$ cat config.mk
export PLATFORM = sky130hd
export DESIGN_NAME = wb_stage
export DESIGN_NICKNAME = d
export VERILOG_FILES = /design/src/rtl/wb_stage.sv
export SDC_FILE = /design/constraint.sdc
export NUM_CORES = 1
export LEC_CHECK = 0
export BUFFER_PORTS_ARGS = -buffer_cell sky130_fd_sc_hd__buf_2
export CAP_MARGIN = 20
export CORE_MARGIN = 4
export CORE_UTILIZATION = 35
export DETAILED_ROUTE_END_ITERATION = 7
export PLACE_DENSITY = 0.54
export SLEW_MARGIN = 20
export SYNTH_ARGS = -nofsm -noshare
export SYNTH_HDL_FRONTEND = slang
export SYNTH_SLANG_ARGS = --single-unit
$ cat constraint.sdc
create_clock -name clk -period 4.4 [get_ports clk]
set_input_delay 0.22 -clock clk [delete_from_list [all_inputs] [get_ports clk]]
set_output_delay 0.22 -clock clk [all_outputs]
set_load 0.02 [all_outputs]
$ cat src/rtl/wb_stage.sv
// MEM/WB pipeline register and write-back datapath: load alignment/extension and register-file write port.
// Optional retired-instruction counter enabled by defining WB_INSTRET_EN.
module wb_stage #(
    parameter int XLEN = 32
`ifdef WB_INSTRET_EN
    ,
    parameter int CNT_W = 64
`endif
) (
    input  logic            clk,
    input  logic            rst,
    input  logic            stall,
    input  logic            flush,
    input  logic            valid_in,
    input  logic            write_to_reg_in,
    input  logic [1:0]      data_to_reg_sel_in,
    input  logic [4:0]      rd_in,
    input  logic [XLEN-1:0] alu_out_in,
    input  logic [XLEN-1:0] mem_rdata_in,
    input  logic [2:0]      funct3_in,
    input  logic [1:0]      addr_lo_in,
    input  logic [XLEN-1:0] pc_in,
    output logic            rf_we,
    output logic [4:0]      rf_waddr,
    output logic [XLEN-1:0] rf_wdata,
    output logic            wb_valid
`ifdef WB_INSTRET_EN
    ,
    output logic [CNT_W-1:0] instret
`endif
);

    localparam logic [1:0] SEL_ALU  = 2'd0;
    localparam logic [1:0] SEL_LOAD = 2'd1;
    localparam logic [1:0] SEL_PC4  = 2'd2;

    logic            valid_q;
    logic            write_to_reg_q;
    logic [1:0]      sel_q;
    logic [4:0]      rd_q;
    logic [XLEN-1:0] alu_q;
    logic [XLEN-1:0] mem_rdata_q;
    logic [2:0]      funct3_q;
    logic [1:0]      addr_lo_q;
    logic [XLEN-1:0] pc_q;

    // Flush only needs to kill the entry; the payload fields simply hold.
    always_ff @(posedge clk) begin
        if (rst) begin
            valid_q        <= 1'b0;
            write_to_reg_q <= 1'b0;
            sel_q          <= '0;
            rd_q           <= '0;
            alu_q          <= '0;
            mem_rdata_q    <= '0;
            funct3_q       <= '0;
            addr_lo_q      <= '0;
            pc_q           <= '0;
        end else if (flush) begin
            valid_q        <= 1'b0;
            write_to_reg_q <= 1'b0;
        end else if (!stall) begin
            valid_q        <= valid_in;
            write_to_reg_q <= write_to_reg_in;
            sel_q          <= data_to_reg_sel_in;
            rd_q           <= rd_in;
            alu_q          <= alu_out_in;
            mem_rdata_q    <= mem_rdata_in;
            funct3_q       <= funct3_in;
            addr_lo_q      <= addr_lo_in;
            pc_q           <= pc_in;
        end
    end

    logic [7:0]      load_byte;
    logic [15:0]     load_half;
    logic [XLEN-1:0] load_data;

    always_comb begin
        load_byte = mem_rdata_q[8*addr_lo_q +: 8];
        load_half = addr_lo_q[1] ? mem_rdata_q[31:16] : mem_rdata_q[15:0];
        case (funct3_q)
            3'b000:  load_data = {{(XLEN-8){load_byte[7]}}, load_byte};
            3'b100:  load_data = {{(XLEN-8){1'b0}}, load_byte};
            3'b001:  load_data = {{(XLEN-16){load_half[15]}}, load_half};
            3'b101:  load_data = {{(XLEN-16){1'b0}}, load_half};
            default: load_data = mem_rdata_q;
        endcase
    end

    always_comb begin
        case (sel_q)
            SEL_ALU:  rf_wdata = alu_q;
            SEL_LOAD: rf_wdata = load_data;
            SEL_PC4:  rf_wdata = pc_q + XLEN'(4);
            default:  rf_wdata = '0;
        endcase
    end

    assign rf_we    = valid_q & write_to_reg_q & (rd_q != 5'd0) & (sel_q != 2'd3);
    assign rf_waddr = rd_q;
    assign wb_valid = valid_q;

`ifdef WB_INSTRET_EN
    logic [CNT_W-1:0] instret_q;

    always_ff @(posedge clk) begin
        if (rst) begin
            instret_q <= '0;
        end else if (valid_q && !stall) begin
            instret_q <= instret_q + CNT_W'(1);
        end
    end

    assign instret = instret_q;
`endif

endmodule

## Word level (Yosys, flattened, before mapping)

Cells that the tools add are included.

- Bits in registers: 110
- Word-level logic and storage cells: 30
- Output and inout bits: 39

- Reduce and logical (&&, ||, !) cells: 5
- Mux-type cells: 3
- Bitwise logic cells: 5
- Shifts and indexed selects: 1
- Eq/ne operators: 6
- Add/sub/neg operators: 1

Operator list:

| operator | count |
|---|---|
| 32-bit one-hot mux with 4 select lines | 1 |
| 32-bit one-hot mux with 3 select lines | 1 |
| 32-bit by 3-bit adder with 32-bit output, second input constant | 1 |
| 32-bit by 6-bit indexed part select with 8-bit output | 1 |
| 16-bit two-way mux | 1 |
| 3-bit equality test, second input constant | 2 |
| 5-bit nonzero test | 1 |
| 1-bit AND | 3 |
| 3-bit by 1-bit equality test with 1-bit output, second input constant | 1 |
| 3-bit zero test | 1 |
| 2-bit by 1-bit equality test with 1-bit output, second input constant | 1 |
| 2-bit equality test, second input constant | 1 |
| 2-bit zero test | 1 |
| 2-bit inequality test, second input constant | 1 |
| 1-bit inverter | 2 |
| 2-bit AND reduction | 1 |
| 2-bit OR reduction | 1 |

## Depth between registers and ports, before layout

- Word-level depth: 3
- Depth in mapped cells: 7

## Worst setup path after synthesis

Ideal clock, no wire load.

- Path kind: reg-to-output
- Start: register pc_q[2]
- End: output rf_wdata[28]
- Cell stages (with the launch flop): 7
- Path slack: 2408 ps
- Data arrival time: 1772 ps
- Path through: dfxtp_1 > ha_1 > nand3_1 > nor2_1 > nand4_1 > xor2_1 > o21ai_0

- Longest elaborated chain between the ends: 2

Ends and longest elaborated chain:

| element | line | text |
|---|---|---|
| from (decl) | 45 | `logic [XLEN-1:0] pc_q;` |
| from (signal assigned) | 71 | `pc_q <= pc_in;` |
| 32-bit by 3-bit adder with 32-bit output | 95 | `SEL_PC4: rf_wdata = pc_q + XLEN'(4);` |
| 32-bit one-hot mux with 3 select lines | 92 | `case (sel_q)` |
| to (decl) | 25 | `output logic [XLEN-1:0] rf_wdata,` |

No other way between the ends.

## Worst setup path after layout

- Start: register sel_q[0]
- End: output rf_wdata[7]

- Longest elaborated chain between the ends: 2
- Elaborated cells between the ends (all ways): 4
- Those cells by class: eq/ne: 2; mux: 1; reduce/logical: 1

Ends and longest elaborated chain:

| element | line | text |
|---|---|---|
| from (decl) | 39 | `logic [1:0] sel_q;` |
| from (signal assigned) | 65 | `sel_q <= data_to_reg_sel_in;` |
| 2-bit equality test, or another cell as far along | 92 |  |
| 32-bit one-hot mux with 3 select lines (*) | 92 |  |

Every way passes the cells marked *; elsewhere a longest branch is shown, timed or not.

==> results.tsv <==
stage	metric	value	unit
worst_hold_path	min_from	alu_out_in[21]	
synthesis	synth.mux.area_fraction	4.64	%
timing	min_period	3.71	ns
synthesis	synth_edf_count	0	
synthesis	synth_fa_ha_area_share	0.219	%
synthesis	netlist_area	5720	µm²
place	dp_hpwl	15000	µm
setup_path	r2r_end	funct3_q[1]	
clocking	worstSkewPairLatency	0.36	ns
synthesis	synth_xor_area_share	3.98	%
clocking	cts_hold_buf	0	
synthesis	seq_area_frac_synth	38.5	%
synthesis	synth_cell_type_count	53	
timing	rsz0062_at_grt	false	
outcome	outcome	finished clean	
synthesis	synth_compound_area_share	21.9	%
floorplan	ioPinCount	153	
global_route	grt_usage	21.8	%
clocking	cts_max_path_buffers	2	
synthesis	yosysTopAreaCell	dfxtp_1	
timing	fin_ws	0.692	ns
place	dp_cells	1092	
synthesis	synth_top_family_by_area	simple AND/OR/NAND/NOR gates	
global_route	antenna_found_initial	4	
synthesis	yosys.area_share.simple	25.3	%
synthesis	synth_nets	894	
floorplan	die_h	136	µm
global_route	grt_pass1_vias	5513	
global_route	grt_max_degree	111	
setup_path	start_kind	flip-flop	
setup_path	reg2reg_from	funct3_q[1]	
power_and_ir_drop	p_leak	2.62	nW
detailed_routing	vias	5849	
synthesis	yosys.area.top_type_share	38.5	%
power_and_ir_drop	ir_drop	0.184	mV
synthesis	yosys_warnings	0	
floorplan	die_x	136	µm
clocking	clk_pin_slew	0.07	ns
cells_and_area	area_delta_synth_final	20.4	%
timing	tns	0	ns
synthesis	syn_avg_cell_area	7.34	µm²
floorplan	rows	46	
place	routabilityCongestion	0.881	
cells_and_area	fill_cells	1724	
setup_path	reg2reg_depth	2	
synthesis	synth_cells	779	
synthesis	synth-main-ff-cell	dfxtp_1	
global_route	grt_pass1_wl	31000	µm
timing	hold_violations	0	
detailed_routing	drc	0	
timing	relSlewSlack	38.6	%
cells_and_area	multiInputGateArea	3220	µm²
place	place_ws	1.23	ns
power_and_ir_drop	power_density	337	nW/µm²
clocking	cts_max_level	3	
timing	fin_crit_sh	84.3	%
floorplan	die_area	18500	µm²
setup_path	crit_fanout	26	
synthesis	synthTopCellsByCount	nand2_1, a21oi_1, dfxtp_1	
worst_hold_path	worstHoldPathCells	3	
floorplan	placeableCoreArea	15900	µm²
synthesis	yosys_register_bits	110	
synthesis	synth.most_common_cell	nand2_1	
synthesis	synthArstFlopShare	0	%
cells_and_area	ff_latch_area	2200	µm²
clocking	cts_buffers	9	
detailed_routing	ant_nets	0	
worst_hold_path	holdPathEnd	alu_q[21]	
timing	finalSetupViolCount	0	
timing	whs	0.0863	ns
timing	fmax	270	MHz
clocking	cts_root_buf	clkbuf_16	
worst_hold_path	hp-class	in2reg	
cells_and_area	drive_gt1_share	21.5	%
setup_path	path_class	reg2out	
clocking	clock-sinks	110	
setup_path	reg2reg_slack	3.14	ns
timing	tightest_slew	0.919	ns
setup_path	end_kind	primary output	
detailed_routing	post_drt_wl_per_cell	18.2	µm
detailed_routing	drtIter0Drc	512	
detailed_routing	finalWirelength	20100	µm
detailed_routing	vias_per_cell	5.28	
clocking	cts_resized	0	
cells_and_area	nets	1002	
detailed_routing	drt_pre_antenna_iters	5	
clocking	cts_setup_buffers	0	
global_route	overflow	0	
synthesis	synthTopCellsByArea	dfxtp_1, nand2_1, a21oi_1, clkbuf_1, o21ai_0	
setup_path	crit_start	sel_q[0]	
timing	fin_worst_skew	0	ns
cells_and_area	final_cells	1108	
setup_path	cp.arrival	3.49	ns
flow_run	maxCapViolCount	0	
floorplan	start_util	35.9	%
timing	drv_slew	0	
setup_path	critPathRequiredTime	4.18	ns
power_and_ir_drop	finalPower	2.32	mW
place	portBuffers	152	
clocking	cts_tree	built	
[layout make-up]
class / instances / share of cell area, %
clock inverters: 6 / 1.36
multi-input cells: 593 / 46.7
inverters: 16 / 0.872
repair buffers: 157 / 11.9
diodes: 1 / 0.0363
clock buffers: 9 / 3.27
flip-flops and latches: 110 / 32.0
well taps: 216 / 3.92
[layout by cell type (no fill, tap or decap), types with 6 or more instances in the layout]
| cell | count |
|---|---|
| a221oi_1 | 6 |
| nand4_1 | 8 |
| o221ai_1 | 11 |
| o22ai_1 | 8 |
| mux2i_1 | 13 |
| xor2_1 | 13 |
| nor2_1 | 31 |
| nand3_1 | 18 |
| dfxtp_1 | 110 |
| buf_2 | 151 |
| xnor2_1 | 13 |
| a21oi_1 | 117 |
| o21ai_0 | 31 |
| nand2_1 | 235 |
| a22oi_1 | 15 |
| nor3_1 | 8 |
| inv_1 | 15 |
| clkbuf_16 | 9 |
[sequential cells by signal, indices dropped and copies added (netlist names)]
signal and flops:
mem_rdata_q 32, rf_waddr 5, wb_valid 1, funct3_q 3, pc_q 32, alu_q 32, sel_q 2, addr_lo_q 2
write_to_reg_q 1
[worst max-delay path, cell delays in order (launching register included)]
cell and delay [ns]:
dfxtp_1 0.87, clkinv_1 0.71, nor2_1 0.86, a221oi_1 0.17
o22ai_1 0.29, buf_2 0.23
[routing by layer]
metal  routed length (µm)  share of wire, %  global-route usage, %
met1                 9120                45                   30.3
met3                 1490               7.4                   5.44
met2                 9190                46                   34.2
met5                   36              0.18                      0
met4                  306               1.5                   5.38
[kinds of logic (layout without fill, tap and decap cells)]
kind of cell,after synthesis,after routing
AO/OA/AOI/OAI,215,215
XOR/XNOR,26,26
adder cells (fa/ha/maj),1,1
buffers and inverters,76,188
flip-flops,110,110
multiplexers,20,20
other,0,1
AND/OR/NAND/NOR,331,331
[power breakdown]
group	switching [mW]	internal, mW	total [mW]
logic	0.192	0.131	0.323
registers	0.0674	1.04	1.11
clock network	0.388	0.501	0.889
total	0.647	1.67	2.32
[metrics by stage]
step	util (%)	area [µm²]
2_1_floorplan	-	5720
3_3_place_gp	41.2	6570
3_5_place_dp	41.2	6570
4_1_cts	43.2	6880
5_1_grt	43.2	6890
6_report	43.2	6890
[worst max-delay path by stage]
stage / end / slack, ns / cells past startpoint
after floorplan: rf_wdata[28] / 2.41 / 6
after detailed placement: rf_wdata[7] / 1.23 / 5
after CTS: rf_wdata[7] / 0.81 / 5
after global routing: rf_wdata[7] / 0.43 / 5
after global placement: rf_wdata[7] / 1.37 / 5
final: rf_wdata[7] / 0.69 / 5
Power figures use the tool's default switching activity.
